$ cat config.mk
export PLATFORM = sky130hd
export DESIGN_NAME = video_fx_router_flat
export DESIGN_NICKNAME = d
export VERILOG_FILES = /design/src/rtl/video_fx_router_if.sv /design/src/rtl/video_fx_router.sv /design/src/flat_wrapper.sv
export SDC_FILE = /design/constraint.sdc
export NUM_CORES = 1
export LEC_CHECK = 0
export BUFFER_PORTS_ARGS = -buffer_cell sky130_fd_sc_hd__buf_2
export CORE_AREA = 2 2 187 189
export CTS_CLUSTER_SIZE = 40
export DETAILED_ROUTE_END_ITERATION = 10
export DIE_AREA = 0 0 189 191
export PLACE_DENSITY = 0.73
export SYNTH_ARGS = -nofsm -noshare
export SYNTH_HDL_FRONTEND = slang
export SYNTH_SLANG_ARGS = --single-unit
export TNS_END_PERCENT = 30
$ cat constraint.sdc
create_clock -name clk_pixel -period 3.5 [get_ports clk_pixel]
set_clock_uncertainty 0.05 [all_clocks]
set_input_delay 0.7 -clock clk_pixel [delete_from_list [all_inputs] [get_ports clk_pixel]]
set_output_delay 0.7 -clock clk_pixel [all_outputs]
set_load 0.01 [all_outputs]
$ cat src/rtl/video_fx_router_if.sv
// video_fx_router_if: base/effect pixel streams plus routing-config requests and status.
// master drives sources and selects; slave is the router.
interface video_fx_router_if #(
    parameter int NUM_FX = 4,
    parameter int SRC_W  = 3,
    parameter int H_W    = 11,
    parameter int V_W    = 10,
    parameter int PIX_W  = 24
);
    logic                    new_frame;
    logic [NUM_FX*SRC_W-1:0] fx_src;
    logic [SRC_W-1:0]        out_src;
    logic [H_W-1:0]          h_base;
    logic [V_W-1:0]          v_base;
    logic                    ad_base;
    logic [PIX_W-1:0]        pix_base;
    logic [NUM_FX*H_W-1:0]   h_from_fx;
    logic [NUM_FX*V_W-1:0]   v_from_fx;
    logic [NUM_FX-1:0]       ad_from_fx;
    logic [NUM_FX*PIX_W-1:0] pix_from_fx;
    logic [NUM_FX*H_W-1:0]   h_to_fx;
    logic [NUM_FX*V_W-1:0]   v_to_fx;
    logic [NUM_FX-1:0]       ad_to_fx;
    logic [NUM_FX*PIX_W-1:0] pix_to_fx;
    logic [H_W-1:0]          h_out;
    logic [V_W-1:0]          v_out;
    logic                    ad_out;
    logic [PIX_W-1:0]        pix_out;
    logic                    config_pending;
    logic                    config_error;

    modport master (
        output new_frame, fx_src, out_src, h_base, v_base, ad_base, pix_base,
               h_from_fx, v_from_fx, ad_from_fx, pix_from_fx,
        input  h_to_fx, v_to_fx, ad_to_fx, pix_to_fx, h_out, v_out, ad_out, pix_out,
               config_pending, config_error
    );
    modport slave (
        input  new_frame, fx_src, out_src, h_base, v_base, ad_base, pix_base,
               h_from_fx, v_from_fx, ad_from_fx, pix_from_fx,
        output h_to_fx, v_to_fx, ad_to_fx, pix_to_fx, h_out, v_out, ad_out, pix_out,
               config_pending, config_error
    );
endinterface

$ cat src/rtl/video_fx_router.sv
// video_fx_router: routes base and effect-return streams to effect inputs and the output stage;
// new routing is range/loop-checked in the background and committed on a frame boundary.
module video_fx_router #(
    parameter int NUM_FX = 4,
    parameter int SRC_W  = 3,
    parameter int H_W    = 11,
    parameter int V_W    = 10,
    parameter int PIX_W  = 24
) (
    input logic              clk_pixel,
    input logic              rst,
    video_fx_router_if.slave vfx
);
    localparam int CFG_W = (NUM_FX + 1) * SRC_W;
    localparam int CNT_W = $clog2(NUM_FX + 1);
    localparam int NSRC  = 2 ** SRC_W;
    localparam logic [1:0] IDLE  = 2'd0;
    localparam logic [1:0] CHECK = 2'd1;
    localparam logic [1:0] ARMED = 2'd2;

    // Destination j selects at [j*SRC_W +: SRC_W]; j == NUM_FX is the output stream.
    logic [CFG_W-1:0] req, cand_q, cand_d, act_q, act_d;
    logic [1:0] state_q, state_d;
    logic [NUM_FX-1:0] reach_q, reach_d, reach_nx;
    logic [CNT_W-1:0] cnt_q, cnt_d;
    logic pend_q, pend_d, err_q, err_d;
    logic [NSRC-1:0] reach_ext;
    logic change, in_range, valid;

    logic [NSRC-1:0][H_W-1:0]   h_src;
    logic [NSRC-1:0][V_W-1:0]   v_src;
    logic [NSRC-1:0]            ad_src;
    logic [NSRC-1:0][PIX_W-1:0] pix_src;
    logic [NUM_FX:0][H_W-1:0]   h_q;
    logic [NUM_FX:0][V_W-1:0]   v_q;
    logic [NUM_FX:0]            ad_q;
    logic [NUM_FX:0][PIX_W-1:0] pix_q;

    assign req    = {vfx.out_src, vfx.fx_src};
    assign change = req != cand_q;
    assign valid  = in_range && (&reach_nx);

    // Source 0 (base) is always reachable; out-of-range sources never are.
    always_comb begin
        reach_ext = '0;
        reach_ext[NUM_FX:0] = {reach_q, 1'b1};
        reach_nx = reach_q;
        in_range = 1'b1;
        for (int i = 0; i <= NUM_FX; i++)
            in_range &= cand_q[i*SRC_W +: SRC_W] <= SRC_W'(NUM_FX);
        for (int i = 0; i < NUM_FX; i++)
            reach_nx[i] = reach_q[i] | reach_ext[cand_q[i*SRC_W +: SRC_W]];
    end

    always_comb begin
        state_d = state_q;
        cand_d  = cand_q;
        act_d   = act_q;
        reach_d = reach_q;
        cnt_d   = cnt_q;
        pend_d  = pend_q;
        err_d   = err_q;
        if (change) begin
            cand_d  = req;
            reach_d = '0;
            cnt_d   = '0;
            state_d = CHECK;
            pend_d  = 1'b0;
        end else if (state_q == CHECK) begin
            reach_d = reach_nx;
            cnt_d   = cnt_q + CNT_W'(1);
            if (cnt_q == CNT_W'(NUM_FX - 1)) begin
                state_d = valid ? ARMED : IDLE;
                pend_d  = valid;
                err_d   = err_q | !valid;
            end
        end else if (state_q == ARMED && vfx.new_frame) begin
            act_d   = cand_q;
            pend_d  = 1'b0;
            err_d   = 1'b0;
            state_d = IDLE;
        end
    end

    always_ff @(posedge clk_pixel) begin
        if (rst) begin
            state_q <= IDLE;
            cand_q  <= '0;
            act_q   <= '0;
            reach_q <= '0;
            cnt_q   <= '0;
            pend_q  <= 1'b0;
            err_q   <= 1'b0;
        end else begin
            state_q <= state_d;
            cand_q  <= cand_d;
            act_q   <= act_d;
            reach_q <= reach_d;
            cnt_q   <= cnt_d;
            pend_q  <= pend_d;
            err_q   <= err_d;
        end
    end

    always_comb begin
        h_src   = '0;
        v_src   = '0;
        ad_src  = '0;
        pix_src = '0;
        h_src[NUM_FX:0]   = {vfx.h_from_fx, vfx.h_base};
        v_src[NUM_FX:0]   = {vfx.v_from_fx, vfx.v_base};
        ad_src[NUM_FX:0]  = {vfx.ad_from_fx, vfx.ad_base};
        pix_src[NUM_FX:0] = {vfx.pix_from_fx, vfx.pix_base};
    end

    // Mux on act_d so a commit takes effect on the very edge that samples new_frame.
    always_ff @(posedge clk_pixel) begin
        if (rst) begin
            h_q   <= '0;
            v_q   <= '0;
            ad_q  <= '0;
            pix_q <= '0;
        end else begin
            for (int j = 0; j <= NUM_FX; j++) begin
                h_q[j]   <= h_src[act_d[j*SRC_W +: SRC_W]];
                v_q[j]   <= v_src[act_d[j*SRC_W +: SRC_W]];
                ad_q[j]  <= ad_src[act_d[j*SRC_W +: SRC_W]];
                pix_q[j] <= ad_src[act_d[j*SRC_W +: SRC_W]] ? pix_src[act_d[j*SRC_W +: SRC_W]] : '0;
            end
        end
    end

    assign vfx.h_to_fx        = h_q[NUM_FX-1:0];
    assign vfx.v_to_fx        = v_q[NUM_FX-1:0];
    assign vfx.ad_to_fx       = ad_q[NUM_FX-1:0];
    assign vfx.pix_to_fx      = pix_q[NUM_FX-1:0];
    assign vfx.h_out          = h_q[NUM_FX];
    assign vfx.v_out          = v_q[NUM_FX];
    assign vfx.ad_out         = ad_q[NUM_FX];
    assign vfx.pix_out        = pix_q[NUM_FX];
    assign vfx.config_pending = pend_q;
    assign vfx.config_error   = err_q;
endmodule

$ cat src/flat_wrapper.sv
// flat-port wrapper written by rule: the top's interface ports become plain ports
module video_fx_router_flat 
#(
    parameter int NUM_FX = 4,
    parameter int SRC_W  = 3,
    parameter int H_W    = 11,
    parameter int V_W    = 10,
    parameter int PIX_W  = 24
)
  (clk_pixel, rst, vfx_new_frame, vfx_fx_src, vfx_out_src, vfx_h_base, vfx_v_base, vfx_ad_base, vfx_pix_base, vfx_h_from_fx, vfx_v_from_fx, vfx_ad_from_fx, vfx_pix_from_fx, vfx_h_to_fx, vfx_v_to_fx, vfx_ad_to_fx, vfx_pix_to_fx, vfx_h_out, vfx_v_out, vfx_ad_out, vfx_pix_out, vfx_config_pending, vfx_config_error);
  video_fx_router_if #(.NUM_FX(NUM_FX), .SRC_W(SRC_W), .H_W(H_W), .V_W(V_W), .PIX_W(PIX_W)) vfx_i ();
  input logic clk_pixel;
  input logic rst;
  input wire logic [$bits(vfx_i.new_frame)-1:0] vfx_new_frame;
  input wire logic [$bits(vfx_i.fx_src)-1:0] vfx_fx_src;
  input wire logic [$bits(vfx_i.out_src)-1:0] vfx_out_src;
  input wire logic [$bits(vfx_i.h_base)-1:0] vfx_h_base;
  input wire logic [$bits(vfx_i.v_base)-1:0] vfx_v_base;
  input wire logic [$bits(vfx_i.ad_base)-1:0] vfx_ad_base;
  input wire logic [$bits(vfx_i.pix_base)-1:0] vfx_pix_base;
  input wire logic [$bits(vfx_i.h_from_fx)-1:0] vfx_h_from_fx;
  input wire logic [$bits(vfx_i.v_from_fx)-1:0] vfx_v_from_fx;
  input wire logic [$bits(vfx_i.ad_from_fx)-1:0] vfx_ad_from_fx;
  input wire logic [$bits(vfx_i.pix_from_fx)-1:0] vfx_pix_from_fx;
  output wire logic [$bits(vfx_i.h_to_fx)-1:0] vfx_h_to_fx;
  output wire logic [$bits(vfx_i.v_to_fx)-1:0] vfx_v_to_fx;
  output wire logic [$bits(vfx_i.ad_to_fx)-1:0] vfx_ad_to_fx;
  output wire logic [$bits(vfx_i.pix_to_fx)-1:0] vfx_pix_to_fx;
  output wire logic [$bits(vfx_i.h_out)-1:0] vfx_h_out;
  output wire logic [$bits(vfx_i.v_out)-1:0] vfx_v_out;
  output wire logic [$bits(vfx_i.ad_out)-1:0] vfx_ad_out;
  output wire logic [$bits(vfx_i.pix_out)-1:0] vfx_pix_out;
  output wire logic [$bits(vfx_i.config_pending)-1:0] vfx_config_pending;
  output wire logic [$bits(vfx_i.config_error)-1:0] vfx_config_error;
  assign vfx_i.new_frame = vfx_new_frame;
  assign vfx_i.fx_src = vfx_fx_src;
  assign vfx_i.out_src = vfx_out_src;
  assign vfx_i.h_base = vfx_h_base;
  assign vfx_i.v_base = vfx_v_base;
  assign vfx_i.ad_base = vfx_ad_base;
  assign vfx_i.pix_base = vfx_pix_base;
  assign vfx_i.h_from_fx = vfx_h_from_fx;
  assign vfx_i.v_from_fx = vfx_v_from_fx;
  assign vfx_i.ad_from_fx = vfx_ad_from_fx;
  assign vfx_i.pix_from_fx = vfx_pix_from_fx;
  assign vfx_h_to_fx = vfx_i.h_to_fx;
  assign vfx_v_to_fx = vfx_i.v_to_fx;
  assign vfx_ad_to_fx = vfx_i.ad_to_fx;
  assign vfx_pix_to_fx = vfx_i.pix_to_fx;
  assign vfx_h_out = vfx_i.h_out;
  assign vfx_v_out = vfx_i.v_out;
  assign vfx_ad_out = vfx_i.ad_out;
  assign vfx_pix_out = vfx_i.pix_out;
  assign vfx_config_pending = vfx_i.config_pending;
  assign vfx_config_error = vfx_i.config_error;
  video_fx_router #(.NUM_FX(NUM_FX), .SRC_W(SRC_W), .H_W(H_W), .V_W(V_W), .PIX_W(PIX_W)) u_core (.clk_pixel(clk_pixel), .rst(rst), .vfx(vfx_i));
endmodule
Word-level counts from Yosys, hierarchy flattened:

Cells that the tools add are included.

* register bits: 271
* input port bits: 248
* logic and storage cells: 136

* $add $sub $neg: 1
* $lt $le $gt $ge: 14
* equal/unequal tests: 6
* mux-type cells: 61
* bitwise gates (word level): 15
* reductions and logical operators: 15

Operators by type and width (count)
* binary-select mux 24 bit (select 3 bit): 5
* binary-select mux 11 bit (select 3 bit): 5
* binary-select mux 10 bit (select 3 bit): 5
* 2-to-1 mux 24 bit: 5
* 2-to-1 mux 11 bit: 5
* 2-to-1 mux 10 bit: 5
* 2-to-1 mux 15 bit: 3
* less-than comparator 3 x 4 -> 1 bit, second input constant: 9
* binary-select mux 1 bit (select 3 bit): 9
* less-or-equal comparator 3 bit, second input constant: 5
* 2-to-1 mux 1 bit: 15
* inequality test 15 bit: 1
* OR reduction 2 bit: 6
* 2-to-1 mux 2 bit: 4
* inverter 1 bit: 6
* OR 1 bit: 5
* AND 1 bit: 4
* AND reduction 2 bit: 2
* AND reduction 4 bit: 1
* adder 3 x 1 -> 3 bit, second input constant: 1
* equality test 3 x 2 -> 1 bit, second input constant: 1
* inequality test 3 x 2 -> 1 bit, second input constant: 1
* AND reduction 3 bit: 1
* nonzero test 3 bit: 1
* 6 further kinds: 7

Longest topological paths before layout:

* word-level depth: 10
* depth in mapped cells: 13

Worst setup path before layout:

OpenSTA, ideal clock, no wires.

* path kind: input-to-reg
* start point: input vfx_out_src[2]
* end point: register u_core.pix_q, in the netlist u_core.vfx.pix_to_fx[29]
* library setup time: 0.124 ns
* arrival time: 2.914 ns
* required time: 3.326 ns
* slack: 0.412 ns
* stages: 10
* path buffers: 3
* cell sequence: xor2_1 > nor4_1 > nand4_1 > buf_4 > mux2i_1 > mux2_2 > a222oi_1 > clkbuf_1 > buf_2 > nor2_1

* longest elaborated chain between the ends: 6

RTL lines
* start: declaration: RTL line flat_wrapper.sv:16 `input wire logic [$bits(vfx_i.out_src)-1:0] vfx_out_src;`
* inequality test 15 bit (*): RTL line video_fx_router.sv:40 `assign change = req != cand_q;`
* 2-to-1 mux 15 bit (*): RTL line video_fx_router.sv:63 `if (change) begin`
* binary-select mux 1 bit (select 3 bit): RTL line video_fx_router.sv:128 `pix_q[j] <= ad_src[act_d[j*SRC_W +: SRC_W]] ? pix_src[act_d[j*SRC_W +: SRC_W]] : '0;`
* 2-to-1 mux 1 bit (implied by the code): RTL line video_fx_router.sv:128
* inverter 1 bit (no line)
* OR reduction 2 bit (no line)
* end signal: indexed assignment: RTL line video_fx_router.sv:128
* end: declaration: RTL line video_fx_router.sv:37 `logic [NUM_FX:0][PIX_W-1:0] pix_q;`

Every way passes the cells marked *; elsewhere a longest branch is shown, timed or not. The select of a mux whose other input is x is not followed.
A chain may end at the register's enable or synchronous reset.

Final worst setup path:

* start point: register u_core.cand_q[1]
* end point: register u_core.h_q, in the netlist u_core.vfx.h_to_fx[37]

* longest elaborated chain between the ends: 4

RTL lines
* start: declaration: RTL line video_fx_router.sv:22 `logic [CFG_W-1:0] req, cand_q, cand_d, act_q, act_d;`
* start signal: assignment: RTL line video_fx_router.sv:96 `cand_q <= cand_d;`
* inequality test 15 bit: RTL line video_fx_router.sv:40
* 2-to-1 mux 15 bit: RTL line video_fx_router.sv:63
* binary-select mux 11 bit (select 3 bit): RTL line video_fx_router.sv:125 `h_q[j] <= h_src[act_d[j*SRC_W +: SRC_W]];`
* 2-to-1 mux 11 bit (implied by the code): RTL line video_fx_router.sv:125
* end signal: indexed assignment: RTL line video_fx_router.sv:125
* end: declaration: RTL line video_fx_router.sv:34 `logic [NUM_FX:0][H_W-1:0] h_q;`

Every way passes these cells. The select of a mux whose other input is x is not followed.

==> impl_metrics.ini <==
[status]
status = completed

[die]
die-area_um2 = 36100
die_h_um = 191
core_area_um2 = 34100
die_w_um = 189
io_pins = 480
rows = 68
start_util_pct = 45.7

[sta]
max_freq_ghz = 0.311
tns_ps = 0
rsz0062_at_grt = false
final.period_utilization_pct = 91.8
finalMaxSlewViolations = 0
setup_viol = 0
worst_slack_ps = 289
slew_headroom_pct = 40.9
fin_crit_ps = 3210
hold_viol = 0
tightest_slew_ps = 885

[grt]
grtUsageTotal_pct = 34.6
grt_max_degree = 49
grt_overflow = 0
antenna_found_initial = 12
grt_pass1_vias = 17156
grt_pass1_wl_um = 98000

[synthesis]
seq_area_frac_synth_pct = 34.7
yosysWarningCount = 0
synth_top_area_cell = dfxtp_1
synth_edf_count = 0
synth_ff_type = dfxtp_1
synth-async-reset-ratio_pct = 0
syn-num-nets = 1997
synth_common_cells = 293 x nand2_1, 270 x dfxtp_1, 200 x mux2i_1
synth.most_common_cell = nand2_1
synth_cells = 1747
netlist_area_um2 = 15600
ys_ff_latch = 270
syn_area_per_cell_um2 = 8.92
synth_area_leaders = dfxtp_1 35%, mux2i_1 13%, mux2_2 12%
netlist.area_leader.share_pct = 34.7
ys_types = 52

[pwr]
vdd_drop_max_mv = 0.373
power_per_cell_area_nw_per_um2 = 386
pwr-share-comb_pct = 13.3
switching_share_pct = 25.8
p_int_mw = 5.90
seqPwrFrac_pct = 41.2
p_sw_mw = 2.05
power.leakage_nw = 10.2
p_clk_share_pct = 45.5

[clocking]
numCtsBuffers = 31
cts_tree = done
htree_levels = 1
cts_resized = 0
hold_buffers = 0
cts_buffer_depth = 3
insertion_delay_ps = 580
cts_root_buffer = clkbuf_16
clk_pin_slew_ps = 60
cts.sinks = 270
postCtsSetupBuffers = 0

[detailed_routing]
drt_iter0_drc = 2165
viasPerCell = 6.38
wl_um = 65700
wire_per_inst_um = 24.3
antenna_left = 0
dr_total_vias = 17205
drc_errors = 0
drtPass1Iterations = 10

[min_path]
worstHoldPathType = input pin to flop

[placement]
placed_cell_area_um2 = 19400
portBuffers = 479
dp_hpwl_um = 44900
place_ws_ps = 44.6
globalplace.congestion = 0.944

[layout]
drive_gt1_share_pct = 37.5
nFillCells = 2909
syn2layout_area_growth_pct = 32.1
nNetsFinal = 2465
design_area_um2 = 20600

[setup_path]
crit_arrival_ps = 3600
crit_fanout = 23
end_kind = flop
start_kind = flop
crit_required_ps = 3890
critical_path_class = flop to flop

[job]
maxCapViolCount = 0
path summary, 6_finish.rpt:
kind	from	to	depth (start not counted)	slack, ps
min	vfx_out_src[0]	u_core.cand_q[12]	2	310
max	u_core.cand_q[1]	u_core.vfx.h_to_fx[37]	11	290
min reg2reg	u_core.vfx.config_error	u_core.vfx.config_error	2	440
max reg2reg	u_core.cand_q[1]	u_core.vfx.h_to_fx[37]	11	290
metrics by stage:
step                      utilization (%)  std cells  total power [mW]  hold WS (ps)
after global routing                 60.3       2694              8.20           299
after floorplan                         -       1747              3.78           399
after detailed placement             57.0       2637              4.37           427
final                                60.3       2698              7.95           305
after CTS                            60.3       2694              7.95           297
after global placement               57.0       2637              4.35           414
worst max-delay path, stage by stage (launching register included):
cell and delay (ps):
dfxtp_1 550, xor2_1 130, nor4_1 370, nand4_1 140, buf_4 260, buf_4 210
mux2i_4 230, buf_4 320, buf_12 240, mux2i_1 250, a2bb2oi_1 170, o21ai_0 110
sequential cells by signal, summed over array words and instances (netlist names):
signal                     count
u_core.vfx.config_pending      1
u_core.vfx.config_error        1
u_core.cnt_q                   3
u_core.vfx.h_out              11
u_core.vfx.v_to_fx            40
u_core.vfx.pix_to_fx          96
u_core.vfx.pix_out            24
u_core.state_q                 1
u_core.vfx.h_to_fx            44
u_core.ad_q                    5
u_core.vfx.v_out              10
u_core.cand_q                 15
u_core.act_q                  15
u_core.reach_q                 4
kinds of logic after synthesis:
group / count (synthesis) / share of synthesized area (%)
flops: 270 / 34.7
xor+xnor: 16 / 0.899
buf+inv: 167 / 4.79
compound gates: 503 / 23.4
fa+ha+maj: 2 / 0.161
mux: 362 / 24.6
simple gates: 427 / 11.5
metal layers:
layer | global-route usage [%] | up-vias | routed length (µm)
met2 | 58.1 | 1316 | 30600
li1 | - | 7480 | -
met1 | 40.4 | 8070 | 23600
met4 | 21.4 | 4 | 4060
met5 | 0 | - | 27
met3 | 7.31 | 335 | 7410
placed cells by master, fill, tap and decap left out, types with 6 or more instances in the layout:
cell | synthesis | final
o21ai_0 | 31 | 29
o221ai_1 | 42 | 42
inv_1 | 8 | 8
buf_4 | 9 | 69
clkbuf_16 | 0 | 31
buf_2 | 32 | 479
bufinv_16 | 0 | 6
mux2i_4 | 0 | 8
clkinv_2 | 0 | 6
a211oi_1 | 26 | 26
mux2_2 | 160 | 159
a222oi_1 | 75 | 75
a32o_1 | 24 | 24
a2bb2oi_1 | 22 | 22
nor2b_1 | 23 | 20
nand2_1 | 293 | 293
dfxtp_1 | 270 | 270
a21o_1 | 24 | 24
mux2i_1 | 200 | 192
o22a_1 | 26 | 26
xor2_1 | 13 | 13
buf_12 | 0 | 46
nor2_1 | 74 | 69
a21oi_1 | 183 | 183
a211o_1 | 41 | 41
clkbuf_8 | 0 | 8
final cells by class:
cell class | instances | area, µm² | area share [%]
tap | 455 | 569 | 2.77
clock buffer | 40 | 890 | 4.32
multi-input combinational | 1310 | 9590 | 46.6
antenna | 4 | 10.0 | 0.0486
sequential | 270 | 5410 | 26.3
timing repair buffer | 594 | 3840 | 18.6
clock inverter | 17 | 251 | 1.22
inverter | 8 | 30.0 | 0.146
power by group through the flow:
stage | Combinational (mW) | Sequential, mW | Clock [mW]
2_1_floorplan | 0.401 | 3.38 | 0
3_3_place_gp | 1.01 | 3.34 | 0
3_5_place_dp | 1.03 | 3.34 | 0
4_1_cts | 1.04 | 3.27 | 3.64
5_1_grt | 1.13 | 3.28 | 3.79
6_report | 1.06 | 3.27 | 3.62
(Power assumes the default switching activity.)
